**src/rtl/mmio_button_ctrl.sv**
```systemverilog
// MMIO bridge between the data-memory port, the push-buttons and the VGA output register.
// Buttons are synchronised, debounced and latched as sticky press events that clear on read.
module mmio_button_ctrl #(
    parameter int unsigned NUM_BTN         = 5,
    parameter int unsigned DEBOUNCE_CYCLES = 4,
    parameter int unsigned BTN_BASE        = 3000,
    parameter int unsigned BTN_STRIDE      = 1000,
    parameter int unsigned OUT_ADDR        = 2000
) (
    input  logic                clock,
    input  logic                reset,
    input  logic [NUM_BTN-1:0]  btn_raw,
    input  logic [31:0]         address_dmem,
    input  logic                wren,
    input  logic                rden,
    input  logic [31:0]         data,
    input  logic [31:0]         mem_q,
    output logic [31:0]         q_dmem,
    output logic [31:0]         out_data,
    output logic                out_valid,
    output logic [NUM_BTN-1:0]  btn_level
);

    localparam int unsigned CW = $clog2(DEBOUNCE_CYCLES + 1);
    localparam logic [CW-1:0] CNT_LAST = CW'(DEBOUNCE_CYCLES - 1);

    logic [NUM_BTN-1:0] sync1;
    logic [NUM_BTN-1:0] sync2;
    logic [CW-1:0]      cnt [NUM_BTN];
    logic [NUM_BTN-1:0] sticky;

    logic [NUM_BTN-1:0] hit_btn_c;
    logic               hit_out_c;
    logic               rd_c;
    logic [NUM_BTN-1:0] clr_c;
    logic [NUM_BTN-1:0] rise_c;
    logic [31:0]        rdata_c;

    // Address decode, read mux, clear-on-read and rising-edge detect
    always_comb begin
        hit_btn_c = '0;
        rise_c    = '0;
        hit_out_c = (address_dmem == 32'(OUT_ADDR));
        rd_c      = rden & ~wren;
        rdata_c   = mem_q;
        for (int i = 0; i < NUM_BTN; i++) begin
            hit_btn_c[i] = (address_dmem == 32'(BTN_BASE + i * BTN_STRIDE));
            rise_c[i]    = sync2[i] & ~btn_level[i] & (cnt[i] == CNT_LAST);
        end
        clr_c = rd_c ? hit_btn_c : '0;
        if (rd_c) begin
            if (hit_out_c) rdata_c = out_data;
            for (int i = 0; i < NUM_BTN; i++) begin
                if (hit_btn_c[i]) rdata_c = {30'b0, sticky[i], btn_level[i]};
            end
        end
    end

    // Synchroniser and per-channel debounce counters
    always_ff @(posedge clock or posedge reset) begin
        if (reset) begin
            sync1     <= '0;
            sync2     <= '0;
            btn_level <= '0;
            for (int i = 0; i < NUM_BTN; i++) cnt[i] <= '0;
        end else begin
            sync1 <= btn_raw;
            sync2 <= sync1;
            for (int i = 0; i < NUM_BTN; i++) begin
                if (sync2[i] == btn_level[i]) begin
                    cnt[i] <= '0;
                end else if (cnt[i] == CNT_LAST) begin
                    btn_level[i] <= sync2[i];
                    cnt[i]       <= '0;
                end else begin
                    cnt[i] <= cnt[i] + CW'(1);
                end
            end
        end
    end

    // Sticky press bits: a new press on the same edge as a clearing read is kept
    always_ff @(posedge clock or posedge reset) begin
        if (reset) begin
            sticky <= '0;
        end else begin
            sticky <= rise_c | (sticky & ~clr_c);
        end
    end

    // Registered read data and output store register
    always_ff @(posedge clock or posedge reset) begin
        if (reset) begin
            q_dmem    <= '0;
            out_data  <= '0;
            out_valid <= 1'b0;
        end else begin
            q_dmem    <= rdata_c;
            out_valid <= wren & hit_out_c;
            if (wren && hit_out_c) out_data <= data;
        end
    end

endmodule

```
**config.mk**
```make
export PLATFORM = sky130hd
export DESIGN_NAME = mmio_button_ctrl
export DESIGN_NICKNAME = d
export VERILOG_FILES = /design/src/rtl/mmio_button_ctrl.sv
export SDC_FILE = /design/constraint.sdc
export NUM_CORES = 1
export LEC_CHECK = 0
export ABC_AREA = 1
export CORE_MARGIN = 2
export CORE_UTILIZATION = 45
export DETAILED_ROUTE_END_ITERATION = 10
export PLACE_DENSITY = 0.89
export SETUP_SLACK_MARGIN = 0.02
export SYNTH_ARGS = -nofsm -noshare
export SYNTH_HDL_FRONTEND = slang
export SYNTH_SLANG_ARGS = --single-unit
```
**constraint.sdc**
```tcl
create_clock -name clock -period 4.04 [get_ports clock]
set_clock_uncertainty 0.05 [all_clocks]
set_input_delay 0.606 -clock clock [delete_from_list [all_inputs] [get_ports clock]]
set_output_delay 0.606 -clock clock [all_outputs]
set_load 0.05 [all_outputs]
```
==> out/qor.csv, run 1 <==
metric;value;unit
outcome;finished, final reports clean;
finalHoldViolations;0;
initial_core_util;46.1;%
finalNonFillerCells;921;
cpMostUsedCell;nand2_1;
ir_drop;0.000238;V
slowest_delay;0.57;ns
viasPerCell;4.98;
dieArea;0.0113;sq mm
cp_slowest_cell;nor3_4;
cts.path.max_buffers;2;
ys_seq_area_share;53.1;%
fmax;347;MHz
syn_area;0.00472;sq mm
powerDensity;363;mW/mm^2
path_cells;clkdlybuf4s50_1 > nor2_1 > nand2_1 > nor2_1 > nand2_1 > inv_2 > nand3_1 > inv_1 > nor3_4 > buf_4 > nand3_1 > nand2_1;
first_pass_iters;5;
worst_pin_slew;0.942;ns
finalCriticalPeriod;2.88;ns
setup_viol;0;
die_h;106;um
total_power;2.44;mW
drive_gt1_share;4.33;%
overflow;0;
syn_nets;728;
cts.hold.buffers_added;0;
worstPathRequired;4.29;ns
gp_congestion;0.956;
fin_util;65.8;%
hold_slack;0.311;ns
critPathBufInv;4;
cts_root_buf;clkbuf_8;
cp_max_fo;16;
synth.avg_cell_area;7.69;sq um
final_common_cell;nand2_1;
antenna_cells;0;
cts_resized;0;
rsz0062_at_grt;no;
period_share;71.3;%
yosysWarnings;0;
tns;0;ns
nNetsFinal;895;
path_delay_family;simple AND/OR/NAND/NOR gates;
dp.cells;905;
endpoint_kind;flip-flop;
cts_buffers;9;
syn2layout_area_growth;42.8;%
grt_pass1_vias;4681;
die_x;106;um
grt_first_pass_wirelength;22.2;mm
core_area;0.0102;sq mm
wl_per_cell;14.5;um
hold_path_class;reg -> reg;
final_max_slew_viol_count;0;
insertion_delay;0.36;ns
cts_tree;built;
drt_iter0_markers;256;
relSlewSlack;37.2;%
vias;4590;
grt_usage;24.8;%
port_buffers;174;
drc;0;
cts_max_level;3;
io_pins;175;
num_rows;37;
clk_pin_slew;0.10;ns
grt_max_degree;62;
ff2ff_setup_slack;2.80;ns
mostFrequentLayoutCells;299 x nand2_1, 174 x clkdlybuf4s50_1, 100 x dfrtp_1;
leakage;3.44;nW
antenna_left;0;
cp-start-kind;input port;
dp_hpwl;10.1;mm
synth.distinct_cells;26;
critPathArrivalTime;3.13;ns
worst-setup-path-type;in -> reg;
post_cts_buffers;0;
yosys_register_bits;100;
wirelength;13.4;mm
max_cap_violations;0;
grt_antenna_before_repair;0;
clock-sinks;100;
synth_cells;613;
-- worst register-to-register path: cells and delay by family, from the launching register on --
| kind | cells | cell delay, ns |
|---|---|---|
| adders and majority gates | 1 | 0.31 |
| and+or+nand+nor | 2 | 0.15 |
| buffers and inverters | 2 | 0.16 |
| DFF | 1 | 0.42 |
| AOI/OAI and AO/OA | 1 | 0.05 |
-- routing by layer --
| layer | track usage, % | up-vias | routed length [um] |
|---|---|---|---|
| met1 | 30.3 | 2163 | 5380 |
| met4 | 7.52 | 0 | 232 |
| met3 | 3.92 | 19 | 778 |
| met2 | 44.8 | 186 | 6960 |
| met5 | 0 | - | 0 |
| li1 | - | 2222 | - |
-- logic make-up after synthesis --
kind of cell | after synthesis | share of synthesized area, %
DFF | 100 | 53.1
adders and majority gates | 10 | 2.65
buffers and inverters | 74 | 6.66
AOI/OAI and AO/OA | 19 | 2.28
and+or+nand+nor | 410 | 35.3
-- flip-flops by register name, indices dropped and copies added, names as in the netlist --
register / cells
cnt: 15
sticky: 5
btn_level: 5
out_data: 32
out_valid: 1
sync1: 5
sync2: 5
q_dmem: 32
-- where the power goes --
group          internal (mW)  switching (mW)  leakage, nW
clock                  0.234           0.365       0.0963
sequential              1.10          0.0505         1.25
combinational          0.274           0.423         2.10
-- per-stage QoR --
step                      area [sq um]  setup WS, ns
after detailed placement          6550         0.811
final                             6730          1.16
after CTS                         6730          1.20
after global placement            6550         0.935
after floorplan                   4720         0.765
after global routing              6730         0.944
-- layout make-up --
class | count | area [sq um]
Fill cell | 871 | 3500
Sequential cell | 100 | 2500
Multi-Input combinational cell | 439 | 1910
Timing Repair Buffer | 179 | 1780
Inverter | 51 | 195
Tap cell | 136 | 170
Clock buffer | 9 | 124
Clock inverter | 7 | 56.3
-- cells in the mapped netlist --
cell        n  share of area (%)
nand2_1   299                 24
dfrtp_1   100                 53
nor2_1     48                3.8
inv_1      46                3.7
nand3_1    40                4.2
buf_2      13                1.4
ha_1       10                2.7
nor3_1     10                1.1
a21oi_1     9               0.96
clkbuf_1    5               0.40
nand4_1     5               0.66
o21ai_0     5               0.53
inv_2       4               0.32
buf_4       3               0.48
nor2_2      3               0.40
a22o_1      2               0.37
o31ai_1     2               0.32
buf_1       1              0.080
buf_6       1               0.24
clkinv_2    1               0.11
nand2_4     1               0.24
nor2_8      1               0.42
nor3_2      1               0.21
nor3_4      1               0.35
nor4_1      1               0.13
o21ai_1     1               0.11
-- worst paths after layout --
check                            startpoint  cells past startpoint      endpoint
setup / recovery           address_dmem[24]                     12    q_dmem[28]
hold / removal                     sync1[0]                      0      sync2[0]
setup reg to reg               btn_level[4]                      6  btn_level[4]
hold reg to reg                    sync1[0]                      0      sync2[0]
max in group asynchronous             reset                      3    q_dmem[17]
min in group asynchronous             reset                      2      sync2[1]
No activity file was read; power rests on OpenSTA's default activity.
==> inputs of run 2 (changes only) <==
- clock period: 4.04 -> 2.68 ns (I/O delays scaled with it)
==> run 2 against run 1 <==
Effect of this change: sequential share of layout area decreased by 0.70 points; critical path type unchanged; largest power group unchanged; critical endpoint is now q_dmem[12]; count of clock-buffer cells in the layout unchanged; largest cell class unchanged; flip-flop and latch count unchanged.
==> out/qor.csv, run 2 (synthesized netlist as in run 1, its figures left out) <==
metric;value;unit;change
total_power;3.77;mW;was 2.44 mW
cts_buffers;9;;unchanged
grt_usage;24.4;%;was 24.8%
tns;0;ns;unchanged
dieArea;0.0113;sq mm;unchanged
cp_max_fo;30;;was 16
grt_first_pass_wirelength;21.9;mm;was 22.2 mm
worst_pin_slew;1.13;ns;was 0.942 ns
cts.path.max_buffers;2;;unchanged
powerDensity;550;mW/mm^2;was 363 mW/mm^2
insertion_delay;0.35;ns;was 0.36 ns
drt_iter0_markers;343;;was 256
finalCriticalPeriod;2.38;ns;
die_x;106;um;unchanged
overflow;0;;unchanged
cts.hold.buffers_added;0;;unchanged
io_pins;175;;unchanged
hold_slack;0.309;ns;was 0.311 ns
wl_per_cell;14.3;um;was 14.5 um
cts_root_buf;clkbuf_8;;unchanged
period_share;88.8;%;
drive_gt1_share;5.42;%;was 4.33%
dpl_cell_area;0.00666;sq mm;was 0.00655 sq mm
vias;4605;;was 4,590
post_cts_buffers;0;;unchanged
internal-power;2.51;mW;was 1.60 mW
finalHoldViolations;0;;unchanged
relSlewSlack;24.6;%;was 37.2%
die_h;106;um;unchanged
power.switching;1.26;mW;was 838 uW
dp_hpwl;9.93;mm;was 10.1 mm
cp-start-kind;input port;;unchanged
port_buffers;174;;unchanged
nNetsFinal;904;;was 895
max_cap_violations;0;;unchanged
hold_path_class;reg -> reg;;unchanged
switching_share;33.4;%;was 34.3%
worst-setup-path-type;in -> reg;;unchanged
antenna_cells;0;;unchanged
drc;0;;unchanged
first_pass_iters;6;;was 5
fin_util;67.1;%;was 65.8%
cts_resized;0;;unchanged
cts_max_level;3;;unchanged
critPathArrivalTime;2.62;ns;was 3.13 ns
clk_pin_slew;0.10;ns;about the same
rsz0062_at_grt;no;;unchanged
mostFrequentLayoutCells;299 x nand2_1, 174 x clkdlybuf4s50_1, 100 x dfrtp_1;;unchanged
grt_max_degree;101;;was 62
antenna_left;0;;unchanged
fmax;420;MHz;
setup_ws;0.299;ns;was 1.16 ns
p_comb_share;27.9;%;was 28.5%
num_rows;37;;unchanged
pre_cts_slack;-0.0494;ns;was 0.811 ns
dp.cells;914;;was 905
setup_viol;0;;unchanged
final_common_cell;nand2_1;;unchanged
ir_drop;0.000259;V;was 0.000238 V
initial_core_util;46.1;%;unchanged
syn2layout_area_growth;45.5;%;was 42.8%
gp_congestion;0.939;;was 0.956
worstPathRequired;2.92;ns;was 4.29 ns
endpoint_kind;flip-flop;;unchanged
finalNonFillerCells;930;;was 921
power_frac_seq;45.9;%;was 46.9%
final_max_slew_viol_count;0;;unchanged
final_cell_area;0.00686;sq mm;was 0.00673 sq mm
viasPerCell;4.95;;was 4.98
p_clk_share;26.2;%;was 24.5%
core_area;0.0102;sq mm;unchanged
cts_tree;built;;unchanged
leakage;3.49;nW;was 3.44 nW
reg_top3;out_data x32, q_dmem x32, cnt x15;;unchanged
grt_antenna_before_repair;0;;unchanged
grt_pass1_vias;4814;;was 4,681
outcome;finished, final reports clean;;unchanged
wirelength;13.3;mm;was 13.4 mm
clock-sinks;100;;unchanged
-- run 2: changes by cell type in the layout (fill, tap and decap cells not counted), moves of 2 or more --
| cell | delta |
|---|---|
| buf_12 | +3 |
| buf_4 | +6 |
| clkinv_2 | -2 |
| clkinvlp_4 | +3 |
-- run 2: layout make-up --
class | count | area, sq um
fillers | 821 | 3370
flip-flops and latches | 100 | 2500
multi-input cells | 439 | 1910
repair buffers | 188 | 1880
inverters | 51 | 196
well taps | 136 | 170
clock buffers | 9 | 124
clock inverters | 7 | 80.1
-- run 2: power groups by stage --
stage	combinational, mW	clock [mW]	sequential, mW
2_1_floorplan	0.354	0	2.01
3_3_place_gp	1.02	0	1.76
3_5_place_dp	1.06	0	1.76
4_1_cts	1.06	1.00	1.73
5_1_grt	1.15	1.08	1.75
6_report	1.05	0.990	1.73
-- run 2: worst max-delay path: stages --
cell and delay, ns:
clkdlybuf4s50_1 0.46, nor2_1 0.05, nand2_1 0.06, nor2_1 0.05, nand2_1 0.10, inv_2 0.07, nand3_1 0.07, nand3_1 0.13
nor3_4 0.88, nand3_1 0.21, nand2_1 0.13
-- run 2: layer usage --
layer  up-vias  part of all wire (%)  wire length [um]  GRT usage [%]
li1       2230                     -                 -              -
met1      2173                    41              5380           28.7
met2       174                    51              6820           44.1
met3        28                   5.6               743           3.62
met4         0                   2.5               330           11.0
met5         -                     0                 0              0
-- run 2: worst paths after layout --
| check | slack, ns | startpoint | end | cells after the start |
|---|---|---|---|---|
| worst min register to register | 0.31 | sync1[1] | sync2[1] | 0 |
| worst max register to register | 1.41 | btn_level[4] | btn_level[4] | 6 |
| min in group asynchronous | 0.44 | reset | cnt[11] | 3 |
| worst min-delay path | 0.31 | sync1[1] | sync2[1] | 0 |
| max in group asynchronous | 1.67 | reset | cnt[0] | 3 |
| worst max-delay path | 0.30 | address_dmem[27] | q_dmem[12] | 11 |
==> inputs of run 3 (changes only) <==
- ABC_CLOCK_PERIOD_IN_PS: not set -> 2680
==> results of run 3 <==
The final DEF is identical to that of run 2; final timing and power are the same.
